$ cat config.mk
export PLATFORM = sky130hd
export DESIGN_NAME = fifo_wr_arbiter
export DESIGN_NICKNAME = d
export VERILOG_FILES = /design/src/rtl/fifo_arb_pkg.sv /design/src/rtl/fifo_wr_arbiter_rr_pick.sv /design/src/rtl/fifo_wr_arbiter.sv
export SDC_FILE = /design/constraint.sdc
export NUM_CORES = 1
export LEC_CHECK = 0
export ABC_AREA = 1
export CAP_MARGIN = 20
export CORE_MARGIN = 2
export CORE_UTILIZATION = 30
export CTS_CLUSTER_SIZE = 25
export DETAILED_ROUTE_END_ITERATION = 7
export PLACE_DENSITY = 0.66
export SLEW_MARGIN = 20
export SYNTH_ARGS = -nofsm -noshare
export SYNTH_HDL_FRONTEND = slang
export SYNTH_SLANG_ARGS = --single-unit
$ cat constraint.sdc
create_clock -name clk -period 1.97 [get_ports clk]
set_input_delay 0.394 -clock clk [delete_from_list [all_inputs] [get_ports clk]]
set_output_delay 0.394 -clock clk [all_outputs]
set_load 0.01 [all_outputs]
$ cat src/rtl/fifo_arb_pkg.sv
// fifo_arb_pkg: shared state type and default parameters for the FIFO write arbiter
package fifo_arb_pkg;
  typedef enum logic {IDLE, BURST} arb_state_t;
  localparam int NREQ_DEF = 4;
  localparam int DW_DEF = 8;
  localparam int MAX_BURST_DEF = 4;
endpackage

$ cat src/rtl/fifo_wr_arbiter_rr_pick.sv
// rr_pick: combinational round-robin picker, first set request at or after ptr
module rr_pick
  import fifo_arb_pkg::*;
#(
  parameter int NREQ = NREQ_DEF,
  localparam int IW = $clog2(NREQ)
) (
  input  logic [NREQ-1:0] req,
  input  logic [IW-1:0]   ptr,
  output logic            any,
  output logic [IW-1:0]   idx
);
  logic [NREQ-1:0] below;
  logic [2*NREQ-1:0] masked;
  assign below = (NREQ'(1) << ptr) - NREQ'(1);
  assign masked = {req, req & ~below};
  assign any = |req;
  // lowest set bit of the doubled, masked vector is the wrapped winner
  always_comb begin
    idx = '0;
    for (int j = 2*NREQ-1; j >= 0; j--) if (masked[j]) idx = IW'(j % NREQ);
  end
endmodule

$ cat src/rtl/fifo_wr_arbiter.sv
// fifo_wr_arbiter: round-robin burst arbiter sharing one FIFO write port
module fifo_wr_arbiter
  import fifo_arb_pkg::*;
#(
  parameter int NREQ = NREQ_DEF,
  parameter int DW = DW_DEF,
  parameter int MAX_BURST = MAX_BURST_DEF,
  localparam int IW = $clog2(NREQ),
  localparam int CW = $clog2(MAX_BURST+1)
) (
  input  logic             clk,
  input  logic             rst_n,
  input  logic [NREQ-1:0]  req_valid,
  input  logic [NREQ-1:0]  req_last,
  input  logic [NREQ*DW-1:0] req_data,
  output logic [NREQ-1:0]  req_ready,
  input  logic             fifo_full,
  output logic             fifo_wr,
  output logic [DW-1:0]    fifo_din,
  output logic [IW-1:0]    grant_id,
  output logic             busy
);
  arb_state_t state, state_nxt;
  logic [IW-1:0] rr_ptr, pick_idx;
  logic [CW-1:0] beat_cnt;
  logic pick_any, owner_valid, beat, done;
  rr_pick #(.NREQ(NREQ)) u_pick (
    .req(req_valid),
    .ptr(rr_ptr),
    .any(pick_any),
    .idx(pick_idx)
  );
  // owner datapath and next state; a beat moves only while bursting and the FIFO has room
  always_comb begin
    busy = state == BURST;
    owner_valid = req_valid[grant_id];
    beat = busy && owner_valid && !fifo_full;
    done = beat && (req_last[grant_id] || beat_cnt + CW'(1) == CW'(MAX_BURST));
    fifo_wr = beat && rst_n;
    req_ready = beat ? NREQ'(1) << grant_id : '0;
    fifo_din = (busy && owner_valid) ? req_data[int'(grant_id)*DW +: DW] : '0;
    state_nxt = (state == IDLE) ? (pick_any ? BURST : IDLE) : (done ? IDLE : BURST);
  end
  // state, grant, beat count and round-robin pointer registers
  always_ff @(posedge clk) begin
    if (!rst_n) begin
      state <= IDLE;
      grant_id <= '0;
      rr_ptr <= '0;
      beat_cnt <= '0;
    end else begin
      state <= state_nxt;
      if (state == IDLE && pick_any) begin
        grant_id <= pick_idx;
        beat_cnt <= '0;
      end
      if (beat) beat_cnt <= beat_cnt + CW'(1);
      if (done) rr_ptr <= (grant_id == IW'(NREQ-1)) ? '0 : grant_id + IW'(1);
    end
  end
endmodule

# Yosys cells after proc, flatten, opt, wreduce, memory -nomap -nowiden
# Cells that the tools add are included.
[totals]
input_bits = 43
reg_bits = 8
output_inout_bits = 16
mem_bits_ro = 0
ram_bits = 0
word_cells = 45
latch_bits = 0
n_memories = 0
[classes]
n_addsub = 3
n_div = 0
mux = 20
n_mul = 0
reduce_logical = 9
shift = 3
n_eq_ne = 2
n_lt_le_gt_ge = 1
bitwise_logic = 3
[ops]
columns = ["operator", "count"]
rows = [
  ["$shiftx 32x6->8", 1],
  ["$mux 2", 9],
  ["$mux 8", 1],
  ["$shl 1x2->4 const A", 2],
  ["$mux 3", 2],
  ["$logic_and 1x1->1", 5],
  ["$mux 1", 5],
  ["$and 4x4->4", 1],
  ["$bmux 1 s2", 2],
  ["$mux 4", 1],
  ["$not 4->4", 1],
  ["$reduce_or 4->1", 1],
  ["$sub 4x2->4 const B", 1],
  ["$add 3x1->3 const B", 1],
  ["$eq 3x3->1 const B", 1],
  ["$lt 2x3->1 const B", 1],
  ["$add 2x1->2 const B", 1],
  ["$eq 2x2->1 const B", 1],
  ["$reduce_bool 2->1", 1],
  ["$logic_not 1->1", 1],
  ["$logic_or 1x1->1", 1],
  ["$not 1->1", 1],
]

# Logic depth before layout (Yosys ltp)
# Gate-level depths: netlist of run 1.
[logic_depth]
ltp_word = 8
depth_mapped = 10

# Cells and area by module
# A second synthesis of run 1 with hierarchy kept.
[hier_totals]
cells_unflattened = 172
area_unflattened_um2 = 955.9
[by_module_without_submodules]
columns = ["mod", "area_each_um2", "cells_per_inst", "instances", "seq_area_each_um2"]
rows = [
  ["fifo_wr_arbiter", 874.6, 152, 1, 160.2],
  ["rr_pick", 81.3, 20, 1, 0.0],
]

# Worst setup path before layout of run 1
# Ideal clock, no wire load.
[synth_timing]
path_type = "reg-to-output"
from = "register grant_id[0]"
to = "output fifo_din[6]"
t_arrival_ns = 1.214
path_slack_ns = 0.362
path_stages_with_launch = 7
path_buffers = 2
cell_sequence = "dfxtp_1 -> buf_4 -> buf_4 -> nor2_1 -> nor2_1 -> o21ai_1 -> a21oi_1"
[synth_via]
elab_chain_cells = 4
elab_cells_between_ends = 5
[synth_lines]
columns = ["item", "line_no", "text"]
rows = [
  ["start, declared", "fifo_wr_arbiter.sv:20", "output logic [IW-1:0] grant_id,"],
  ["start signal, assigned", "fifo_wr_arbiter.sv:54", "grant_id <= pick_idx;"],
  ["parallel branches: the longest is 3 deep, another holds $shiftx 32x6->8", "--", ""],
  ["$mux 8 (*)", "fifo_wr_arbiter.sv:41", "fifo_din = (busy && owner_valid) ? req_data[int'(grant_id)*DW +: DW] : '0;"],
  ["end, declared", "fifo_wr_arbiter.sv:19", "output logic [DW-1:0] fifo_din,"],
]
# Mark *: on every way between the ends. The select of a mux whose other input is x is not followed.

# Worst setup path in the final report of run 1
[layout_timing]
from = "register grant_id[1]"
to = "output fifo_din[7]"
# Same word-level chain as after synthesis.

==> results of run 1 <==
critical path: cells and delay by family (launching register included):
kind	cells	cell delay (ps)
buffers and inverters	3	460
AND/OR/NAND/NOR	1	90
flip-flops	1	380
AO/OA/AOI/OAI	2	260
state kept, by name (all words and copies together), names as in the netlist:
signal,flops
beat_cnt,3
grant_id,2
rr_ptr,2
busy,1
stage by stage:
step | setup TNS (ps) | cells | setup slack, ps | util | instance area (um^2)
after detailed placement | -7509 | 280 | -652.2 | 0.5467 | 1669
after CTS | 0 | 285 | 33.31 | 0.5590 | 1707
final | 0 | 285 | 122.6 | 0.5615 | 1714
after global placement | -7107 | 280 | -617.1 | 0.5467 | 1669
after global routing | 0 | 285 | 4.128 | 0.5615 | 1714
after floorplan | 0 | 169 | 361.9 | - | 962.2
per-layer routing:
| metal | track usage | vias to the layer above | wire [um] |
|---|---|---|---|
| met1 | 0.1969 | 484 | 1336 |
| met4 | 0.03727 | 0 | 31 |
| li1 | - | 670 | - |
| met5 | 0 | - | 0 |
| met2 | 0.2949 | 48 | 1213 |
| met3 | 0.03198 | 5 | 350 |
timing repair:
| item | 4_1_cts | 5_1_grt |
|---|---|---|
| endpoints found under the setup margin | 13 | 10 |
| hold buffers | 0 | 0 |
| gates resized for setup | 50 | 6 |
| pin swaps | 2 | 1 |
| buffers inserted | 2 | 0 |
worst paths after layout:
kind	endpoint	slack (ps)	cells after the start
setup / recovery	fifo_din[7]	120	6
hold / removal	beat_cnt[1]$_SDFFE_PN0P_	490	2
setup reg to reg	rr_ptr[0]$_SDFFE_PN0N_	480	11
hold reg to reg	beat_cnt[1]$_SDFFE_PN0P_	490	2
synthesized netlist by cell type (all sizes together):
cell / number / area share
inv: 26 / 0.10
nand2: 33 / 0.14
o22ai: 1 / 0.0065
dfxtp: 8 / 0.17
clkinv: 1 / 0.0052
nor3: 1 / 0.0052
o21bai: 1 / 0.0078
nand3: 7 / 0.060
buf: 6 / 0.043
o31ai: 1 / 0.022
a21oi: 12 / 0.062
nor2: 47 / 0.20
ha: 6 / 0.078
o21ai: 19 / 0.099
logic make-up (layout without fill, tap and decap cells):
family | after synthesis | in the layout | synth area share
flip-flops | 8 | 8 | 0.1664
buffers and inverters | 33 | 105 | 0.1495
adder cells (fa/ha/maj) | 6 | 6 | 0.07802
AND/OR/NAND/NOR | 88 | 88 | 0.4083
AO/OA/AOI/OAI | 34 | 34 | 0.1977
final cells by class:
class	instances	area (um^2)	area share
multi-input combinational	128	665.6	0.3883
timing repair buffer	75	704.4	0.4110
sequential	8	163.9	0.09562
inverter	27	102.6	0.05985
clock buffer	3	22.52	0.01314
tap	44	55.05	0.03212
power groups by stage:
stage          sequential (mW)  combinational [mW]  clock (mW)
2_1_floorplan            0.185               0.148           0
3_3_place_gp             0.184               0.317           0
3_5_place_dp             0.184               0.317           0
4_1_cts                  0.182               0.316       0.128
5_1_grt                  0.183               0.352       0.134
6_report                 0.182               0.314       0.128
==> impl_metrics.env, run 1 <==
export IMPL_clock_latency_ps=260
export IMPL_antenna_found_initial=0
export IMPL_synth_distinct_cells=23
export IMPL_leakagePower_nw=0.7981
export IMPL_cp_max_fo=11
export IMPL_hold_viol_final=0
export IMPL_hold_class="reg2reg"
export IMPL_synth_fp_nets=218
export IMPL_synth_area_um2=962.2
export IMPL_status="complete, no violations"
export IMPL_clock_sinks=8
export IMPL_antennaDiodeCount=0
export IMPL_layout_commonest_cell="nor2_1"
export IMPL_worst_endpoint_arrival_ps=1450
export IMPL_synth_cells=169
export IMPL_pwr_share_clk=0.205
export IMPL_antenna_left=0
export IMPL_drive_above_1_share=0.2324
export IMPL_cp_cell_sequence="inv_2 -> buf_4 -> nor2_1 -> o21ai_0 -> a21oi_1 -> clkdlybuf4s15_2"
export IMPL_die_area_mm2=0.003676
export IMPL_p_int_mw=0.4123
export IMPL_die_h_um=60.63
export IMPL_finalSetupViolCount=0
export IMPL_routedWlPerCell_um=10.29
export IMPL_final_nets=292
export IMPL_critical_path_class="reg2out"
export IMPL_r2r_start="grant_id[0]$_SDFFE_PN0P_"
export IMPL_grt_usage=0.1625
export IMPL_core_area_mm2=0.003053
export IMPL_final_cell_mix="nor2_1 (43), clkdlybuf4s50_1 (41), nand2_1 (28)"
export IMPL_htreeDepth=1
export IMPL_fin_skew_ps=2.086
export IMPL_cap_violations=0
export IMPL_timing_slew_headroom=0.7993
export IMPL_tightest_slew_ps=301.1
export IMPL_cts_buffers=3
export IMPL_synth_warnings=0
export IMPL_fillers=326
export IMPL_drcViolationCount=0
export IMPL_worstPathRequired_ps=1580
export IMPL_peakVddDrop_v=0.0003121
export IMPL_cts_root_buf="clkbuf_4"
export IMPL_period_needed_ps=1847
export IMPL_cts_tree="done"
export IMPL_finalPower_mw=0.6230
export IMPL_slew_violations=0
export IMPL_clkTransAtPathRegs_ps=50
export IMPL_critPathMaxStageDelay_ps=380
export IMPL_swShare=0.3382
export IMPL_seqPwrFrac=0.292
export IMPL_gr_total_overflow=0
export IMPL_fmax_mhz=541.3
export IMPL_grt_pass1_vias=1165
export IMPL_rows=20
export IMPL_syn2layout_area_growth_pct=78.15
export IMPL_startpoint="grant_id[1]$_SDFFE_PN0P_"
export IMPL_grt_max_degree=21
export IMPL_grt_pass1_wl_um=4671
export IMPL_drtIter0Drc=63
export IMPL_combPwrFrac=0.504
export IMPL_die_w_um=60.63
export IMPL_synth_seq_cells=8
export IMPL_power_switching_mw=0.2107
export IMPL_vias=1207
export IMPL_start_kind="flip-flop"
export IMPL_ys_seq_area_frac=0.1664
export IMPL_min_delay_start="beat_cnt[1]$_SDFFE_PN0P_"
export IMPL_pwr_density_cell_mw_per_mm2=363.4
export IMPL_io_buffers=58
export IMPL_avgSynthCellArea_um2=5.693
export IMPL_gp_congestion=0.7663
export IMPL_routed_wl_um=2932
export IMPL_crit_path_end_kind="output port"
export IMPL_dr_pass1_iters=4
export IMPL_clk_path_buf_depth=2
export IMPL_fin_crit_sh=0.9378
export IMPL_whs_ps=493.1
export IMPL_cpMaxStageDelayCell="dfxtp_1"
export IMPL_io_pins=59
export IMPL_drt_vias_per_instance=4.235
export IMPL_grt_setup_unrepaired="no"
export IMPL_initial_core_util=0.3152
export IMPL_dpl_hpwl_um=2309
Note: power is estimated with default switching activity, not from simulation.
==> inputs of run 2 (changes only) <==
ABC_CLOCK_PERIOD_IN_PS = 1970   (was default)
CELL_PAD_IN_SITES_DETAIL_PLACEMENT = 1   (was default)
CELL_PAD_IN_SITES_GLOBAL_PLACEMENT = 2   (was default)
CORE_UTILIZATION = 18   (was 30)
PLACE_DENSITY = 0.84   (was 0.66)
==> impl_metrics.env, run 2 (same netlist as run 1, synthesis figures left out) <==
export IMPL_io_pins=59
export IMPL_clk_path_buf_depth=2
export IMPL_gr_usage_met1=0.1707
export IMPL_period_needed_ps=1856
export IMPL_cp_cell_sequence="clkdlybuf4s50_1 -> nor2_1 -> nor2_1 -> o21ai_0 -> a21oi_2 -> clkdlybuf4s15_2"
export IMPL_grt_pass1_wl_um=6279
export IMPL_grt_setup_unrepaired="no"
export IMPL_final_cell_mix="clkdlybuf4s50_1 (41), nor2_1 (39), nand2_1 (27)"
export IMPL_combPwrFrac=0.468
export IMPL_die_w_um=77.11
export IMPL_pwr_share_clk=0.283
export IMPL_fin_crit_sh=0.9419
export IMPL_die_h_um=77.11
export IMPL_worst_endpoint_arrival_ps=1460
export IMPL_finalSetupViolCount=0
export IMPL_whs_ps=497.7
export IMPL_core_area_mm2=0.005140
export IMPL_antenna_found_initial=0
export IMPL_start_kind="primary input"
export IMPL_fin_setup_tns_ps=0
export IMPL_fmax_mhz=538.9
export IMPL_crit_family="buffers and inverters"
export IMPL_dpl_cell_area_mm2=0.001702
export IMPL_initial_core_util=0.1872
export IMPL_pwr_density_cell_mw_per_mm2=405.6
export IMPL_leakagePower_nw=0.8012
export IMPL_pre_cts_slack_ps=-685.5
export IMPL_grt_usage=0.1297
export IMPL_gr_total_overflow=0
export IMPL_drtIter0Drc=18
export IMPL_cts_buffers=3
export IMPL_clock_sinks=8
export IMPL_die_area_mm2=0.005946
export IMPL_cpMaxStageDelayCell="clkdlybuf4s50_1"
export IMPL_dp_cells=306
export IMPL_met2_usage=0.2202
export IMPL_routed_wl_um=3864
export IMPL_worstPathRequired_ps=1580
export IMPL_timing_slew_headroom=0.7598
export IMPL_htreeDepth=1
export IMPL_slew_violations=0
export IMPL_crit_path_end_kind="output port"
export IMPL_status="complete, no violations"
export IMPL_antennaDiodeCount=0
export IMPL_cts_tree="done"
export IMPL_syn2layout_area_growth_pct=88.95
export IMPL_largest_reg_flops=3
export IMPL_cp_max_fo=1
export IMPL_dpl_hpwl_um=2981
export IMPL_fin_skew_ps=3.139
export IMPL_grt_max_degree=17
export IMPL_cts_hold_buf=0
export IMPL_grt_pass1_vias=1360
export IMPL_hold_viol_final=0
export IMPL_swShare=0.3445
export IMPL_final_cell_area_mm2=0.001818
export IMPL_vias=1294
export IMPL_final_util=0.3537
export IMPL_peakVddDrop_v=0.0002815
export IMPL_final_nets=292
export IMPL_io_buffers=58
export IMPL_seqPwrFrac=0.250
export IMPL_drcViolationCount=0
export IMPL_critical_path_class="in2out"
export IMPL_clock_latency_ps=230
export IMPL_layout_commonest_cell="clkdlybuf4s50_1"
export IMPL_top_regs="beat_cnt (3), grant_id (2), rr_ptr (2)"
export IMPL_finalPower_mw=0.7373
export IMPL_gr_max_usage_layer="met2"
export IMPL_p_int_mw=0.4833
export IMPL_gp_congestion=0.7147
export IMPL_antenna_left=0
export IMPL_cts_root_buf="clkbuf_8"
export IMPL_rows=26
export IMPL_clkTransAtPathRegs_ps=40
export IMPL_routedWlPerCell_um=12.42
export IMPL_dr_pass1_iters=4
export IMPL_drive_above_1_share=0.2863
export IMPL_cap_violations=0
export IMPL_stdcell_count=311
export IMPL_critPathMaxStageDelay_ps=450
export IMPL_path_buf_inv=2
export IMPL_power_switching_mw=0.2540
export IMPL_grtUsageMet3=0.02118
export IMPL_tightest_slew_ps=359.8
export IMPL_crit_path_frequent_cell="nor2_1"
export IMPL_hold_class="reg2reg"
export IMPL_largest_register="beat_cnt"
export IMPL_setup_ws_ps=114.4
export IMPL_drt_vias_per_instance=4.161
run 2: changes by cell type in the layout (fill, tap and decap cells not counted), moves of 2 or more:
cell,change
nor2_2,+2
nor2_1,-4
nor2_4,+2
a21oi_1,-8
buf_4,+2
a21oi_2,+8
clkbuf_4,-3
buf_6,-2
clkbuf_8,+3
run 2: layer usage:
| metal | up-vias | part of all wire |
|---|---|---|
| li1 | 669 | - |
| met1 | 571 | 0.50 |
| met2 | 49 | 0.44 |
| met3 | 5 | 0.054 |
| met4 | 0 | 0.0093 |
| met5 | - | 0 |
run 2: final cells by class:
cell class / instances / area (um^2)
fillers: 668 / 3322
multi-input cells: 128 / 732.0
repair buffers: 75 / 690.7
flip-flops and latches: 8 / 163.9
inverters: 27 / 102.6
well taps: 70 / 87.58
clock buffers: 3 / 41.29
run 2: power groups by stage:
stage | combinational (mW) | clock (mW) | sequential, mW
2_1_floorplan | 0.148 | 0 | 0.185
3_3_place_gp | 0.321 | 0 | 0.185
3_5_place_dp | 0.325 | 0 | 0.186
4_1_cts | 0.345 | 0.209 | 0.185
5_1_grt | 0.382 | 0.224 | 0.186
6_report | 0.345 | 0.208 | 0.184
run 2: worst reg2reg max path, delay by kind of cell, from the launching register on:
kind          cells  cell delay (ps)
simple gates      8              740
flops             1              370
buf+inv           2              260
run 2: path summary, 6_finish.rpt:
kind / from / endpoint / slack (ps) / cells past startpoint
max: req_data[3] / fifo_din[3] / 110 / 6
min: beat_cnt[1]$_SDFFE_PN0P_ / beat_cnt[1]$_SDFFE_PN0P_ / 500 / 2
max reg2reg: grant_id[0]$_SDFFE_PN0P_ / rr_ptr[1]$_SDFFE_PN0N_ / 480 / 10
min reg2reg: beat_cnt[1]$_SDFFE_PN0P_ / beat_cnt[1]$_SDFFE_PN0P_ / 500 / 2
run 2: what timing repair did:
item	in CTS	in global routing
setup buffers	2	0
pin swaps	7	0
endpoints found under the setup margin	13	13
resized for setup	68	5
